===== config.mk =====
export PLATFORM = sky130hd
export DESIGN_NAME = nrdiv_seq_ctrl
export DESIGN_NICKNAME = d
export VERILOG_FILES = /design/src/rtl/nrdiv_pkg.sv /design/src/rtl/nrdiv_addsub.sv /design/src/rtl/nrdiv_seq_ctrl.sv
export SDC_FILE = /design/constraint.sdc
export NUM_CORES = 1
export LEC_CHECK = 0
export CORE_MARGIN = 4
export CORE_UTILIZATION = 30
export CTS_BUF_LIST = sky130_fd_sc_hd__clkbuf_8
export DETAILED_ROUTE_END_ITERATION = 7
export PLACE_DENSITY = 0.45
export SETUP_SLACK_MARGIN = 0.15
export SYNTH_ARGS = -nofsm -noshare
export SYNTH_HDL_FRONTEND = slang
export SYNTH_SLANG_ARGS = --single-unit

===== constraint.sdc =====
create_clock -name clk -period 2.7 [get_ports clk]
set_input_delay 0.405 -clock clk [delete_from_list [all_inputs] [get_ports clk]]
set_output_delay 0.405 -clock clk [all_outputs]
set_load 0.05 [all_outputs]

===== src/rtl/nrdiv_pkg.sv =====
// nrdiv_pkg: shared state encoding and counter sizing for the non-restoring divider.
package nrdiv_pkg;
    typedef enum logic [1:0] {IDLE, RUN, FIX, DONE} state_t;
    function automatic int cnt_w(input int w);
        return $clog2(w + 1);
    endfunction
endpackage


===== src/rtl/nrdiv_addsub.sv =====
// nrdiv_addsub: combinational adder/subtractor shared by the divider iterations and correction.
module nrdiv_addsub #(parameter int W = 5) (
    input  logic [W-1:0] a,
    input  logic [W-1:0] b,
    input  logic         sub,
    output logic [W-1:0] sum
);
    assign sum = sub ? a - b : a + b;
endmodule


===== src/rtl/nrdiv_seq_ctrl.sv =====
// nrdiv_seq_ctrl: multi-cycle unsigned non-restoring divider sequencer.
// NRDIV_DBZ_EN adds a divide-by-zero fast path with the dbz flag.
module nrdiv_seq_ctrl import nrdiv_pkg::*; #(parameter int WIDTH = 4) (
    input  logic             clk,
    input  logic             rst,
    input  logic             start,
    input  logic [WIDTH-1:0] dividend,
    input  logic [WIDTH-1:0] divisor,
    output logic             ready,
    output logic             busy,
    output logic             done,
    output logic [WIDTH-1:0] q,
    output logic [WIDTH-1:0] r,
    output logic             dbz
);
    localparam int CW = cnt_w(WIDTH);
    state_t state, state_nx;
    logic [WIDTH:0] a_reg, as_a, as_b, as_sum;
    logic as_sub, accept, zero_div, dbz_hit;
    logic [WIDTH-1:0] qr, dr;
    logic [CW-1:0] cnt;
    assign accept = start && ready;
`ifdef NRDIV_DBZ_EN
    assign zero_div = divisor == '0;
    assign dbz_hit  = dr == '0;
`else
    assign zero_div = 1'b0;
    assign dbz_hit  = 1'b0;
`endif
    assign as_a   = state == RUN ? {a_reg[WIDTH-1:0], qr[WIDTH-1]} : a_reg;
    assign as_b   = {1'b0, dr};
    assign as_sub = state == RUN && !a_reg[WIDTH];
    nrdiv_addsub #(.W(WIDTH + 1)) u_addsub (.a(as_a), .b(as_b), .sub(as_sub), .sum(as_sum));
    always_ff @(posedge clk)
        state <= rst ? IDLE : state_nx;
    always_comb begin
        state_nx = state;
        ready    = 1'b0;
        busy     = 1'b0;
        done     = 1'b0;
        case (state)
            IDLE: begin
                ready = 1'b1;
                if (start) state_nx = zero_div ? FIX : RUN;
            end
            RUN: begin
                busy = 1'b1;
                if (cnt == CW'(1)) state_nx = FIX;
            end
            FIX: begin
                busy     = 1'b1;
                state_nx = DONE;
            end
            DONE: begin
                ready    = 1'b1;
                done     = 1'b1;
                state_nx = start ? (zero_div ? FIX : RUN) : IDLE;
            end
        endcase
    end
    always_ff @(posedge clk) begin
        if (rst) begin
            a_reg <= '0;
            qr    <= '0;
            dr    <= '0;
            cnt   <= '0;
            q     <= '0;
            r     <= '0;
            dbz   <= 1'b0;
        end else if (accept) begin
            a_reg <= '0;
            qr    <= dividend;
            dr    <= divisor;
            cnt   <= CW'(WIDTH);
        end else if (state == RUN) begin
            a_reg <= as_sum;
            qr    <= {qr[WIDTH-2:0], ~as_sum[WIDTH]};
            cnt   <= cnt - 1'b1;
        end else if (state == FIX) begin
            q   <= dbz_hit ? '1 : qr;
            r   <= dbz_hit ? qr : (a_reg[WIDTH] ? as_sum[WIDTH-1:0] : a_reg[WIDTH-1:0]);
            dbz <= dbz_hit;
        end
    end
endmodule


# Yosys cells after proc, flatten, opt, wreduce, memory -nomap -nowiden

Cells that the tools add are included.

Logic and storage cells: 44
Output and inout port bits: 12
Input port bits: 11
Register bits after elaboration: 26

Reduce and logical (&&, ||, !) cells: 10
Multiplexer cells: 14
Add/subtract/negate cells: 3
Equal/unequal tests: 6
Bitwise operators: 3

Operators with widths:

| cell                | count |
|---|---|
| $mux 4              | 3 |
| $mux 5              | 2 |
| $pmux 2 s4          | 1 |
| $mux 3              | 2 |
| $reduce_or 2->1     | 3 |
| $add 5x4->5         | 1 |
| $sub 5x4->5         | 1 |
| $eq 2x2->1 const B  | 2 |
| $mux 1              | 4 |
| $mux 2              | 2 |
| $eq 3x1->1 const B  | 1 |
| $not 1->1           | 3 |
| $reduce_and 3->1    | 1 |
| $sub 3x1->3 const B | 1 |
| $eq 2x1->1 const B  | 1 |
| $logic_and 1x1->1   | 2 |
| $logic_not 2->1     | 1 |
| $ne 2x1->1 const B  | 1 |
| $ne 2x2->1 const B  | 1 |
| $reduce_and 2->1    | 1 |
| $reduce_bool 2->1   | 1 |
| $logic_not 1->1     | 1 |

# Logic depth before layout (Yosys ltp)

Gate-level depths: netlist of the first run.

Depth in word-level cells: 7
Mapped depth: 12
Mapped depth without buffers: 11

# By module

A second synthesis of the first run with hierarchy kept.

Cell total of the unflattened synthesis: 162
Area total of the unflattened synthesis: 1,516.5 um^2

Modules (own cells, without submodules):

| module         | seq. area each (um^2) | times used | cells each | area an instance (um^2) |
|---|---|---|---|---|
| nrdiv_seq_ctrl | 520.5                 | 1          | 134        | 1,286.2 |
| nrdiv_addsub   | 0.0                   | 1          | 28         | 230.2 |

# Least setup slack after synthesis of the first run

Ideal clock, no wire load.

Path type: reg2reg
Start point: register state[1]
End point: register qr[0]
Arrival: 2,248 ps
Cell stages (with the launch flop): 13
Required time: 2,571 ps
Slack: 323 ps
Period minus slack after synthesis: 2,377 ps
Library setup time: 129 ps
Path buffers: 3
Path through: dfxtp_1 -> inv_1 -> ha_1 -> buf_4 -> buf_6 -> buf_6 -> mux2i_1 -> ha_1 -> fa_1 -> nand2b_1 -> a21o_1 -> nand4_1 -> o221ai_2

Longest elaborated chain between the ends: 7
Elaborated cells between the ends (all ways): 15
Those cells by class: add/sub (2); eq/ne (2); mux (5); bitwise (1); reduce/logical (5)

Ends and longest elaborated chain:

| item                                       | line                                                             | source |
|---|---|---|
| start: declaration                         | nrdiv_seq_ctrl.sv:17                                             | `state_t state, state_nx;` |
| start signal: assignment                   | nrdiv_seq_ctrl.sv:35                                             | `state <= rst ? IDLE : state_nx;` |
| $eq 2x1->1                                 | nrdiv_seq_ctrl.sv:30, nrdiv_seq_ctrl.sv:32, nrdiv_seq_ctrl.sv:75 |  |
| $mux 5                                     | nrdiv_seq_ctrl.sv:30                                             | `assign as_a = state == RUN ? {a_reg[WIDTH-1:0], qr[WIDTH-1]} : a_reg;` |
| $add 5x4->5 or $sub 5x4->5 (tied branches) | nrdiv_addsub.sv:8                                                | `assign sum = sub ? a - b : a + b;` |
| $mux 5                                     | nrdiv_addsub.sv:8                                                |  |
| $not 1->1                                  | nrdiv_seq_ctrl.sv:77                                             | `qr <= {qr[WIDTH-2:0], ~as_sum[WIDTH]};` |
| $mux 4                                     | nrdiv_seq_ctrl.sv:75                                             | `end else if (state == RUN) begin` |
| $mux 4                                     | nrdiv_seq_ctrl.sv:70                                             | `end else if (accept) begin` |
| end signal: assignment                     | nrdiv_seq_ctrl.sv:72                                             | `qr <= dividend;` |
| end signal: assignment                     | nrdiv_seq_ctrl.sv:77                                             |  |
| end: declaration                           | nrdiv_seq_ctrl.sv:20                                             | `logic [WIDTH-1:0] qr, dr;` |

Parallel ways exist; a longest one is shown, timed or not. The select of a mux whose other input is x is not followed.
A chain may end at the register's enable or synchronous reset.

# Worst setup path after layout of the first run

Start point: register state[1]
End point: output port busy

Longest elaborated chain between the ends: 3
Elaborated cells between the ends (all ways): 4
Those cells by class: eq/ne (2); mux (1); reduce/logical (1)

Ends and longest elaborated chain:

| item                                     | line                 | source |
|---|---|---|
| $eq 2x1->1 or $eq 2x2->1 (tied branches) | nrdiv_seq_ctrl.sv:41 | `case (state)` |
| $reduce_or 2->1 (no line) (*)            | n/a                  |  |
| $mux 1 (*)                               | nrdiv_seq_ctrl.sv:41 |  |
| end: declaration                         | nrdiv_seq_ctrl.sv:10 | `output logic busy,` |

Mark *: on every way between the ends. The rest lies on a longest branch, timed or not.

==> results of run 1 <==
## routing by layer
| layer | vias up | global-route usage |
|---|---|---|
| met3 | 6 | 0.01996 |
| met4 | 0 | 0.03547 |
| li1 | 623 | - |
| met5 | - | 0 |
| met2 | 19 | 0.1954 |
| met1 | 561 | 0.1462 |
## cell families after synthesis
logic type      after synthesis  share of synthesized area
simple gates                 61                     0.2157
compound gates               31                     0.1504
flops                        26                     0.3276
buf+inv                      21                    0.08031
mux                          14                    0.08897
fa+ha+maj                    13                     0.1071
xor+xnor                      5                    0.02756
other cells                   1                   0.002360
## what timing repair did
| item | 4_1_cts | 5_1_grt |
|---|---|---|
| hold buffers | 0 | 0 |
| endpoints found under the hold margin | 0 | 0 |
| resized for setup | 0 | 1 |
| setup endpoints to repair | 0 | 1 |
## metrics by stage
stage                     cell area [um2]  cells  total power, W  setup WS, ps
after floorplan                      1589    172        0.001856         323.3
after global placement               1838    258        0.002119         474.4
after detailed placement             1838    258        0.002137         415.2
after CTS                            1879    261        0.002372         202.4
after global routing                 1882    261        0.002538         190.0
final                                1882    261        0.002344         264.9
## final cells by class
cell class,count,area [um2]
timing repair buffer,26,250.2
tap,70,87.58
sequential,26,520.5
multi-input combinational,125,940.9
inverter,11,41.29
clock buffer,3,41.29
fill,525,3226
## worst max-delay path by stage
stage / start / end / slack, ps / cells after the start
finish: state[1]$_SDFFE_PP0P_ / busy / 260 / 3
global route: state[1]$_SDFFE_PP0P_ / busy / 190 / 3
CTS: state[1]$_SDFFE_PP0P_ / ready / 200 / 4
detailed placement: state[1]$_SDFFE_PP0P_ / r[2]$_SDFFE_PP0P_ / 420 / 8
global placement: state[1]$_SDFFE_PP0P_ / r[2]$_SDFFE_PP0P_ / 470 / 8
floorplan: state[1]$_SDFFE_PP0P_ / qr[0]$_SDFFE_PP0P_ / 320 / 12
## layout by cell type (no fill, tap or decap), drive strengths merged
cell	synthesis	layout
o31ai	1	1
o211a	1	1
nand3b	2	2
conb	1	1
dfxtp	26	26
buf	10	5
inv	11	11
a21o	1	1
nand4b	1	1
a211oi	8	8
dlymetal6s2s	0	1
nor2b	3	3
mux2	1	1
nor3b	2	2
xor2	2	2
a221oi	1	1
nand2	17	17
nand3	3	3
o211ai	1	1
xnor2	3	3
o221ai	1	1
a21oi	14	14
nand2b	9	9
nor2	20	20
nand4bb	1	1
o22ai	1	1
o21ai	2	2
clkbuf	0	3
ha	12	12
fa	1	1
mux2i	13	13
clkdlybuf4s50	0	20
nand4	3	3
## power by group
| part | switching (W) | leakage (nW) | internal (W) | total, W |
|---|---|---|---|---|
| clock | 0.000128 | 0.0216 | 0.000100 | 0.000228 |
| sequential | 0.000106 | 0.212 | 0.000501 | 0.000607 |
| combinational | 0.000883 | 0.477 | 0.000625 | 0.00151 |
## worst min-delay path: cells and delay by family (launching register included)
kind,cells,cell delay (ps)
compound gates,1,50
flops,1,330
simple gates,1,60
==> impl_metrics.env, run 1 <==
export IMPL_yosysMostFrequentCell="dfxtp_1"
export IMPL_power_leakage_nw=0.7113
export IMPL_r2r_setup_slack_ps=420
export IMPL_die_area_mm2=0.006525
export IMPL_rsz0062_at_grt="false"
export IMPL_cp_num_buf_inv=2
export IMPL_port_buffers=21
export IMPL_yosys_area_top_type="dfxtp_1"
export IMPL_yosys_top_cells_area="dfxtp_1 (33%), ha_1 (9.4%), mux2i_1 (8.2%)"
export IMPL_finish_utilization=0.3684
export IMPL_wl_met1_um=1631
export IMPL_slew_headroom=0.6558
export IMPL_fmax_ghz=0.4107
export IMPL_drt_wl_total_um=3453
export IMPL_htreeDepth=1
export IMPL_cp_start_kind="register"
export IMPL_slowest_stage="clkdlybuf4s50_1"
export IMPL_ys_warn_count=0
export IMPL_drtAntennaViolNets=0
export IMPL_cp_data_required_time_ps=2300
export IMPL_arrival_ps=2030
export IMPL_wl_met3_um=117
export IMPL_finalSetupTns_ps=0
export IMPL_cap_violations=0
export IMPL_syn_nets=196
export IMPL_reg2regPathDepth=9
export IMPL_status="completed"
export IMPL_synth_cells_most_frequent="dfxtp_1 (26), nor2_1 (19), nand2_1 (16), a21oi_1 (13), mux2i_1 (13)"
export IMPL_clk_pin_slew_ps=90
export IMPL_first_pass_iters=4
export IMPL_syn_inst=172
export IMPL_cp_end_kind="primary output"
export IMPL_min_path_cells=2
export IMPL_cp_cell_sequence="inv_1 -> ha_1 -> clkdlybuf4s50_1"
export IMPL_core_rowCount=26
export IMPL_synthArstFlopShare=0
export IMPL_grt_max_degree=16
export IMPL_ys_seq_elements=26
export IMPL_vias_per_cell=4.632
export IMPL_min_delay_start="dr[1]$_SDFFE_PP0P_"
export IMPL_synth_edff_count=0
export IMPL_gp_congestion=0.7728
export IMPL_antenna_found_initial=0
export IMPL_largest_reg_flops=5
export IMPL_hp_class="register to register"
export IMPL_hpwl_um=2645
export IMPL_holdWs_ps=484.7
export IMPL_die_w_um=80.78
export IMPL_grt_pass1_wl_um=5802
export IMPL_final_max_slew_viol_count=0
export IMPL_finalSetupViolations=0
export IMPL_cts_sinks=26
export IMPL_highest_layer="met4"
export IMPL_power_density_mw_per_mm2=1245
export IMPL_cts_tree="done"
export IMPL_drtIter0Drc=29
export IMPL_hold_path_end="dr[1]$_SDFFE_PP0P_"
export IMPL_peakVddDrop_uv=783.0
export IMPL_fin_crit_sh=0.9019
export IMPL_grt_overflow=0
export IMPL_fin_nets=217
export IMPL_layout_drive_gt1_share=0.1257
export IMPL_reg2reg_from="state[1]$_SDFFE_PP0P_"
export IMPL_start_util=0.3111
export IMPL_insertion_delay_ps=280
export IMPL_synth_area_mm2=0.001589
export IMPL_antenna_cells=0
export IMPL_critical_path_class="register to primary output"
export IMPL_yosysTopAreaCellShare=0.3276
export IMPL_critical_path_max_stage_delay_ps=840
export IMPL_io_pins=23
export IMPL_grt_use_total=0.1142
export IMPL_hold_violations=0
export IMPL_cp_max_fo=5
export IMPL_die_h_um=80.78
export IMPL_route_met2_wl_um=1660
export IMPL_finClkSkew_ps=5.857
export IMPL_ys_seq_area_frac=0.3276
export IMPL_critPathTopFamily="buffers and inverters"
export IMPL_ys_types=40
export IMPL_cts_buffers=3
export IMPL_cts_setup_buffers=0
export IMPL_clk_path_buf_depth=2
export IMPL_grt_pass1_vias=1249
export IMPL_min_period_ps=2435
export IMPL_tightest_slew_ps=514.7
export IMPL_yosys_most_used_dff="dfxtp_1"
export IMPL_r2r_end="qr[0]$_SDFFE_PP0P_"
export IMPL_drc=0
export IMPL_routed_via_count=1209
export IMPL_drt_wirelength_per_cell_um=13.23
export IMPL_root_buffer="clkbuf_8"
export IMPL_core_area_mm2=0.005107
export IMPL_avgSynthCellArea_um2=9.239
export IMPL_area_delta_synth_final_pct=18.42
Power figures use the tool's default switching activity.
==> run 2, diff against run 1 <==
--- a/config.mk
+++ b/config.mk
@@ -11,6 +11,7 @@
 export DETAILED_ROUTE_END_ITERATION = 7
 export PLACE_DENSITY = 0.45
 export SETUP_SLACK_MARGIN = 0.15
+export SLEW_MARGIN = 30
 export SYNTH_ARGS = -nofsm -noshare
 export SYNTH_HDL_FRONTEND = slang
 export SYNTH_SLANG_ARGS = --single-unit
==> results of run 2 <==
The final DEF is identical to that of run 1; final timing and power are the same.
==> run 3, diff against run 2 <==
--- a/config.mk
+++ b/config.mk
@@ -5,6 +5,7 @@
 export SDC_FILE = /design/constraint.sdc
 export NUM_CORES = 1
 export LEC_CHECK = 0
+export ABC_AREA = 1
 export CORE_MARGIN = 4
 export CORE_UTILIZATION = 30
 export CTS_BUF_LIST = sky130_fd_sc_hd__clkbuf_8
@@ -14,4 +15,5 @@
 export SLEW_MARGIN = 30
 export SYNTH_ARGS = -nofsm -noshare
 export SYNTH_HDL_FRONTEND = slang
+export SYNTH_HIERARCHICAL = 1
 export SYNTH_SLANG_ARGS = --single-unit
==> run 3 against run 2 <==
  * Synthesized area is 4.1% lower
  * Count of clock-buffer cells in the layout is 1 higher
  * Synthesized cell count increased by 25%
  * Clock power increased by 15%
  * Worst hold slack worse by 12 ps
  * Register-to-register slack got worse by 100 ps
  * Routed wire length is 1.1% higher
  * Critical path depth grew 1
  * Combinational power increased by 4%
  * Global-route usage grew 0.67 points
  * Setup slack better by 49 ps
  * Die area is 3.7% lower
  * Critical endpoint unchanged
  * Largest cell class unchanged
  * Largest power group unchanged
==> impl_metrics.env, run 3 <==
export IMPL_status="completed"
export IMPL_port_buffers=21
export IMPL_start_util=0.3164
export IMPL_first_pass_iters=4
export IMPL_yosysMostFrequentCell="nand2_1"
export IMPL_final_max_slew_viol_count=0
export IMPL_synth_cells_most_frequent="nand2_1 (48), inv_1 (27), dfxtp_1 (26), o21ai_0 (21), nor2_1 (19)"
export IMPL_final_cell_mix="nand2_1 (48), inv_1 (27), dfxtp_1 (25)"
export IMPL_die_area_mm2=0.006285
export IMPL_tightest_slew_ps=563.3
export IMPL_slew_headroom=0.6244
export IMPL_ys_seq_elements=26
export IMPL_synthArstFlopShare=0
export IMPL_largest_reg_flops=5
export IMPL_cap_violations=0
export IMPL_mostFrequentLayoutCell="nand2_1"
export IMPL_syn_inst=215
export IMPL_grt_max_degree=17
export IMPL_critical_path_class="register to primary output"
export IMPL_hold_buffers=0
export IMPL_cp_start_kind="register"
export IMPL_cp_data_required_time_ps=2300
export IMPL_yosys_top_cells_area="dfxtp_1 (34%), nand2_1 (12%), ha_1 (11%)"
export IMPL_finalSetupTns_ps=0
export IMPL_use_met1=0.1615
export IMPL_routed_via_count=1357
export IMPL_hp_class="register to register"
export IMPL_root_buffer="clkbuf_8"
export IMPL_ys_types=25
export IMPL_busiest_layer="met2"
export IMPL_core_rowCount=25
export IMPL_drt_wirelength_per_cell_um=11.33
export IMPL_drt_wl_total_um=3491
export IMPL_die_h_um=79.28
export IMPL_core_area_mm2=0.004817
export IMPL_cts_tree="done"
export IMPL_fin_nets=267
export IMPL_antenna_found_initial=0
export IMPL_min_period_ps=2386
export IMPL_hpwl_um=2690
export IMPL_grt_pass1_wl_um=6023
export IMPL_grt_overflow=0
export IMPL_ys_seq_area_frac=0.3415
export IMPL_avgSynthCellArea_um2=7.088
export IMPL_drc=0
export IMPL_hold_violations=0
export IMPL_yosys_most_used_dff="dfxtp_1"
export IMPL_area_delta_synth_final_pct=23.23
export IMPL_htreeDepth=1
export IMPL_cp_end_kind="primary output"
export IMPL_synth_area_mm2=0.001524
export IMPL_gp_congestion=0.7573
export IMPL_grt_pass1_vias=1319
export IMPL_io_pins=23
export IMPL_cts_sinks=26
export IMPL_ys_warn_count=6
export IMPL_yosys_area_top_type="dfxtp_1"
export IMPL_grt_use_total=0.1209
export IMPL_cts_buffers=3
export IMPL_yosysTopAreaCellShare=0.3415
export IMPL_insertion_delay_ps=270
export IMPL_peakVddDrop_uv=662.6
export IMPL_layout_drive_gt1_share=0.08714
export IMPL_fin_crit_sh=0.8838
export IMPL_arrival_ps=1980
export IMPL_antenna_cells=0
export IMPL_holdWs_ps=472.6
export IMPL_finClkSkew_ps=4.273
export IMPL_power_density_mw_per_mm2=1304
export IMPL_clk_path_buf_depth=2
export IMPL_met3_usage=0.02041
export IMPL_cp_max_fo=5
export IMPL_clk_pin_slew_ps=100
export IMPL_die_w_um=79.28
export IMPL_finalSetupViolations=0
export IMPL_fmax_ghz=0.4191
export IMPL_vias_per_cell=4.406
export IMPL_power_leakage_nw=0.8245
export IMPL_nFillCells=525
export IMPL_drtIter0Drc=56
export IMPL_drtAntennaViolNets=0
export IMPL_rsz0062_at_grt="true"
export IMPL_grt_util_met2=0.1961
export IMPL_synth_edff_count=0
-- run 3: cell types whose count changed in the layout (fill, tap and decap cells not counted), moves of 4 or more --
cell,change
a211oi_1,-6
inv_2,+4
mux2i_1,-13
o21ai_0,+20
inv_1,+16
nand2b_1,-6
nand2_1,+32
o211ai_1,+4
nand3_1,+10
-- run 3: where the power goes --
| part | internal [W] | leakage [nW] | switching [W] |
|---|---|---|---|
| clock network | 0.000131 | 0.0288 | 0.000132 |
| logic | 0.000567 | 0.582 | 0.00101 |
| registers | 0.000522 | 0.214 | 0.0000924 |
| total | 0.00122 | 0.824 | 0.00123 |
-- run 3: metrics by stage --
| step | power, W | setup slack (ps) | std cells | utilization | cell area, um2 |
|---|---|---|---|---|---|
| floorplan | 0.001811 | 385.0 | 218 | - | 1535 |
| global route | 0.002709 | 96.35 | 308 | 0.3899 | 1878 |
| global placement | 0.002222 | 254.1 | 304 | 0.3756 | 1809 |
| detailed placement | 0.002194 | 175.2 | 304 | 0.3756 | 1809 |
| CTS | 0.002471 | 173.3 | 308 | 0.3875 | 1867 |
| finish | 0.002450 | 313.7 | 308 | 0.3899 | 1878 |
-- run 3: layout make-up --
class                   instances  area (um2)  area share
multi-input cells             154       852.1      0.4537
flip-flops and latches         26       521.8      0.2778
repair buffers                 25       242.7      0.1292
inverters                      32       122.6     0.06529
well taps                      67       83.83     0.04464
clock buffers                   4       55.05     0.02931
-- run 3: cell families after synthesis --
family | Yosys count | share of synthesized area
compound gates | 44 | 0.1544
xor+xnor | 4 | 0.02299
fa+ha+maj | 14 | 0.1199
buf+inv | 38 | 0.1133
flops | 26 | 0.3415
other cells | 1 | 0.002461
simple gates | 88 | 0.2455
-- run 3: timing repair --
item / CTS / global route
setup endpoints to repair: 1 / 4
buffers inserted: 0 / 0
gates resized for setup: 1 / 4
gates cloned: 0 / 0
-- run 3: worst paths after layout --
path / startpoint / to / slack [ps] / depth (start not counted)
hold / removal: cnt[1]$_SDFFE_PP0N_ / cnt[1]$_SDFFE_PP0N_ / 470 / 2
setup / recovery: state[0]$_SDFFE_PP0P_ / busy / 310 / 4
hold reg to reg: cnt[1]$_SDFFE_PP0N_ / cnt[1]$_SDFFE_PP0N_ / 470 / 2
setup reg to reg: state[0]$_SDFFE_PP0P_ / qr[0]$_SDFFE_PP0P_ / 320 / 14
-- run 3: worst max-delay path, stage by stage (launching register included) --
cell and delay (ps):
dfxtp_1 350, buf_4 140, inv_1 80, ha_1 320
clkdlybuf4s50_1 820
-- run 3: layer usage --
metal / up-vias / wire [um]
met2: 23 / 1621
met1: 602 / 1741
li1: 730 / -
met3: 2 / 107
met5: - / 0
met4: 0 / 21
